<file path="src/rtl/comb_path_stress.sv">
// comb_path_stress: twin DEPTH-stage mixing paths driven by one stimulus; mismatches flag timing failure.
module comb_path_stress_mix #(
  parameter int WIDTH = 32,
  parameter int DEPTH = 16,
  parameter int PIPE_EVERY = 0
) (
  input  logic             clk,
  input  logic             rst,
  input  logic [WIDTH-1:0] x,
  output logic [WIDTH-1:0] y
);
  logic [WIDTH-1:0] st [0:DEPTH];
  assign st[0] = x;
  genvar k;
  for (k = 0; k < DEPTH; k++) begin : g_stg
    localparam logic [63:0] CK = 64'(k + 1) * 64'h9E37_79B9;
    logic [WIDTH-1:0] m;
    assign m = {st[k][WIDTH-2:0], st[k][WIDTH-1]} ^ (st[k] + CK[WIDTH-1:0]);
    if (PIPE_EVERY != 0 && (k + 1) % PIPE_EVERY == 0 && k + 1 < DEPTH) begin : g_reg
      logic [WIDTH-1:0] q;
      always_ff @(posedge clk or posedge rst)
        if (rst) q <= '0;
        else q <= m;
      assign st[k+1] = q;
    end else begin : g_cmb
      assign st[k+1] = m;
    end
  end
  always_ff @(posedge clk or posedge rst)
    if (rst) y <= '0;
    else y <= st[DEPTH];
endmodule

module comb_path_stress #(
  parameter int WIDTH = 32,
  parameter int DEPTH = 16,
  parameter int PIPE_EVERY = 0,
  parameter int RUN_CYCLES = 1048576,
  parameter int ERR_W = 16
) (
  input  logic             clk,
  input  logic             rst,
  input  logic             start_i,
  input  logic             stop_i,
  input  logic             inject_i,
  input  logic [WIDTH-1:0] seed_i,
  output logic             busy_o,
  output logic             done_o,
  output logic             err_o,
  output logic [ERR_W-1:0] err_cnt_o,
  output logic [WIDTH-1:0] sig_o
);
  localparam int L = 1 + (PIPE_EVERY == 0 ? 0 : (DEPTH - 1) / PIPE_EVERY);
  localparam int CW = $clog2(RUN_CYCLES) + 1;
  typedef enum logic [1:0] {IDLE, RUN, DRAIN, DONE} state_t;
  state_t state;
  logic [WIDTH-1:0] s, in_b;
  logic [CW-1:0] cnt;
  logic [L-1:0] v, v_nxt;
  logic issue;
  (* keep = "true", dont_touch = "true" *) logic [WIDTH-1:0] out_a;
  (* keep = "true", dont_touch = "true" *) logic [WIDTH-1:0] out_b;
  assign issue = state == RUN;
  assign in_b = s ^ WIDTH'(inject_i & issue);
  if (L == 1) begin : g_v1
    assign v_nxt = issue;
  end else begin : g_vn
    assign v_nxt = {v[L-2:0], issue};
  end
  (* keep_hierarchy = "yes", dont_touch = "true" *)
  comb_path_stress_mix #(.WIDTH(WIDTH), .DEPTH(DEPTH), .PIPE_EVERY(PIPE_EVERY)) u_path_a (
    .clk(clk), .rst(rst), .x(s), .y(out_a));
  (* keep_hierarchy = "yes", dont_touch = "true" *)
  comb_path_stress_mix #(.WIDTH(WIDTH), .DEPTH(DEPTH), .PIPE_EVERY(PIPE_EVERY)) u_path_b (
    .clk(clk), .rst(rst), .x(in_b), .y(out_b));
  always_ff @(posedge clk or posedge rst) begin
    if (rst) begin
      state <= IDLE;
      s <= '0;
      cnt <= '0;
      v <= '0;
      busy_o <= 1'b0;
      done_o <= 1'b0;
      err_o <= 1'b0;
      err_cnt_o <= '0;
      sig_o <= '0;
    end else begin
      v <= v_nxt;
      if (v[L-1]) begin
        sig_o <= {sig_o[WIDTH-2:0], sig_o[WIDTH-1]} ^ out_a;
        if (out_a != out_b) begin
          err_o <= 1'b1;
          if (~&err_cnt_o) err_cnt_o <= err_cnt_o + 1'b1;
        end
      end
      case (state)
        IDLE, DONE: if (start_i) begin
          state <= RUN;
          s <= seed_i;
          cnt <= '0;
          err_o <= 1'b0;
          err_cnt_o <= '0;
          sig_o <= '0;
          busy_o <= 1'b1;
          done_o <= 1'b0;
        end
        RUN: begin
          s <= s + 1'b1;
          cnt <= cnt + 1'b1;
          if (stop_i || cnt == CW'(RUN_CYCLES - 1)) state <= DRAIN;
        end
        default: if (v_nxt == '0) begin
          state <= DONE;
          busy_o <= 1'b0;
          done_o <= 1'b1;
        end
      endcase
    end
  end
endmodule
</file>
<file path="config.mk">
export PLATFORM = sky130hd
export DESIGN_NAME = comb_path_stress
export DESIGN_NICKNAME = d
export VERILOG_FILES = /design/src/rtl/comb_path_stress.sv
export SDC_FILE = /design/constraint.sdc
export NUM_CORES = 2
export LEC_CHECK = 0
export CORE_UTILIZATION = 30
export DETAILED_ROUTE_END_ITERATION = 8
export SETUP_SLACK_MARGIN = 0.4
export SKIP_CTS_REPAIR_TIMING = 1
export SYNTH_ARGS = -nofsm -noshare
export SYNTH_HDL_FRONTEND = slang
export SYNTH_SLANG_ARGS = --single-unit
</file>
<file path="constraint.sdc">
create_clock -name clk -period 22.2 [get_ports clk]
set_clock_uncertainty 0.05 [all_clocks]
set_input_delay 6.66 -clock clk [delete_from_list [all_inputs] [get_ports clk]]
set_output_delay 6.66 -clock clk [all_outputs]
set_load 0.005 [all_outputs]
</file>
==> impl_metrics.yaml <==
cts:
  numCtsBuffers: 17
  clk_latency_ns: 0.56
  clk_pin_slew_ns: 0.12
  clk_root_buffer_cell: "clkbuf_16"
  h-tree-depth: 4
  cts_sinks: 171
  cts_tree: "built"
  cts_buffer_depth: 2
sta:
  hold_viol: 0
  worstMarginPinSlew_ns: 1.18
  min_period_over_period_pct: 95.4
  relSlewSlack_pct: 21.0
  setup_viol: 0
  rsz0062_at_grt: "true"
  max_freq_mhz: 47.2
  min_period_ns: 21.19
  maxSlewViolCount: 0
global_routing:
  antenna_found_initial: 1
  grt_pass1_wl_microns: 288000
  overflow: 0
  grt_max_degree: 92
  grt_use_total_pct: 20.3
  first_global_vias: 54300
critical_path:
  cp.depth: 72
  critPathBufInv: 13
  criticalPathCategory: "input pin to flop"
  slowest_delay_ns: 0.63
  endpoint_kind: "flop"
  startpoint: "inject_i"
  critPathRequiredTime_ns: 22.59
  cp_top_family: "compound AO/OA/AOI/OAI gates"
  rr_startpoint: "s[0]$_DFFE_PP0P_"
  path_max_fanout: 6
  crit_path_top_delay_cell: "or4_1"
  crit_path_start_kind: "input pin"
  rr_worst_depth: 62
  endpoint: "u_path_b/y[31]$_DFF_PP0_"
  cp_common_cell: "buf_4"
  arrival_ns: 21.58
  rr_endpoint: "u_path_a/y[31]$_DFF_PP0_"
  ff2ff_setup_slack_ns: 1.92
floorplan:
  initial_core_util_pct: 30.2
  rows: 150
  io_pins: 88
  coreArea_sq_mm: 0.167
  die-area_sq_mm: 0.170
  fp.dieH_microns: 412
  die_w_microns: 412
yosys:
  synth.area.top_cells: "xnor2_1, dfrtp_1, nor2_1, nand2_1, xor2_1"
  yosysMostFrequentCell: "xnor2_1"
  synth_cell_types: 192
  syn_area_per_cell_sq_um: 7.17
  synth_fp_nets: 7083
  ys_seq_area_share_pct: 8.49
  synth_top_cell_by_area: "xnor2_1"
  async_reset_ff_share_pct: 100
  synth_edf_count: 0
  ys.warnings.count: 0
  yosys-top-cells-count: "xnor2_1, nor2_1, nand2_1, a21oi_1, o21ai_0"
  syn_area_sq_mm: 0.0504
  synth_cells: 7031
  ys.flop_type: "dfrtp_1"
  synth-seq-cells: 171
  synth_top_area_share_pct: 12.6
detailed_routing:
  ant_nets: 0
  avgRoutedWirePerCell_microns: 18.0
  first_pass_iters: 6
  drcViolationCount: 0
  dr_total_vias: 57800
  via_per_inst: 5.76
  drtIter0Drc: 4676
  routed_wl_microns: 180000
final_layout:
  drive_gt1_share_pct: 20.9
  fin_nets: 7855
  finalNonFillerCells: 10000
  n_fill_cell: 17500
  areaGrowthSynthToFinish_pct: 21.4
placed_design:
  placed_cells: 9944
  dp_hpwl_microns: 144000
  io_buffer_count: 87
  place_congestion: 0.951
flow_run:
  max_cap_violations: 0
status:
  status: "completed"
hold_path:
  min_path_type: "flop to flop"
stage by stage:
stage | area (sq um) | util [%] | hold WS, ns | TNS [ns] | setup WS [ns]
after CTS | 59900 | 35.9 | 0.471 | 0 | 0.225
after global routing | 61200 | 36.6 | 0.483 | 0 | 0.277
after floorplan | 50400 | - | 0.437 | 0 | 0.636
after global placement | 59300 | 35.5 | 0.424 | -0.175 | -0.0920
after detailed placement | 59300 | 35.5 | 0.450 | -1.66 | -0.287
final | 61200 | 36.6 | 0.467 | 0 | 1.01
how the worst min path moves through the flow:
stage,start,endpoint,slack (ns),depth (start not counted)
after global placement,err_o$_DFF_PP0_,err_o$_DFF_PP0_,0.42,1
after floorplan,err_o$_DFF_PP0_,err_o$_DFF_PP0_,0.44,1
final,err_o$_DFF_PP0_,err_o$_DFF_PP0_,0.47,1
after CTS,err_o$_DFF_PP0_,err_o$_DFF_PP0_,0.47,1
after global routing,err_o$_DFF_PP0_,err_o$_DFF_PP0_,0.48,1
after detailed placement,err_o$_DFF_PP0_,err_o$_DFF_PP0_,0.45,1
worst reg2reg max path: cells and delay by family (launching register included):
kind | cells | cell delay [ns]
AO/OA/AOI/OAI | 32 | 10.50
AND/OR/NAND/NOR | 15 | 4.31
adder cells (fa/ha/maj) | 3 | 1.83
XOR/XNOR | 6 | 1.56
multiplexers | 4 | 1.04
buffers and inverters | 2 | 0.57
flip-flops | 1 | 0.36
sequential cells by signal, summed over array words and instances (netlist names):
signal      cells
busy_o          1
cnt            21
done_o          1
err_cnt_o      16
err_o           1
s              32
sig_o          32
state           2
u_path_a/y     32
u_path_b/y     32
v               1
cells by family after synthesis:
group,share of synthesized area [%]
adders and majority gates,0.412
muxes,3.78
buffers and inverters,4.32
DFF,8.49
AOI/OAI and AO/OA,35.5
and+or+nand+nor,28.4
xor gates and xnor gates,19.1
per-layer routing:
metal	vias up	GRT usage [%]	part of all wire, %
met5	-	0	0
met3	195	2.00	4.5
met2	1560	35.5	48
met4	0	4.23	1.7
li1	28200	-	-
met1	27800	26.8	46
cell type report:
type | count | area (sq um) | area share (%)
timing repair buffer | 1037 | 8010 | 13.1
antenna | 1 | 2.50 | 0.00409
multi-input combinational | 6422 | 44900 | 73.4
sequential | 171 | 4280 | 7.00
clock buffer | 17 | 425 | 0.696
inverter | 154 | 583 | 0.953
clock inverter | 15 | 214 | 0.350
tap | 2204 | 2760 | 4.51
cells in the final DEF (no fill, tap or decap), types with 37 or more instances in the layout:
cell,n
a21o_1,57
o21ai_1,95
clkdlybuf4s50_1,86
and3_1,82
buf_4,947
dfrtp_1,170
inv_1,143
nor3_1,264
a21oi_1,418
o211ai_1,133
mux2i_1,134
o21ai_0,301
nand4_1,105
nor2_1,681
xnor2_1,705
o31ai_1,74
o22ai_1,72
nand3_1,270
nor2b_1,45
a211oi_1,144
nand2b_1,72
nor4_1,89
o21a_1,64
xnor2_2,56
or2_2,74
a211o_1,42
a21oi_2,37
or3_1,81
and2_1,86
a31oi_1,119
xor2_1,267
nand2_1,638
Power is not shown: default switching activity piles up to over one toggle a cycle in this logic, so the estimate is an artifact.
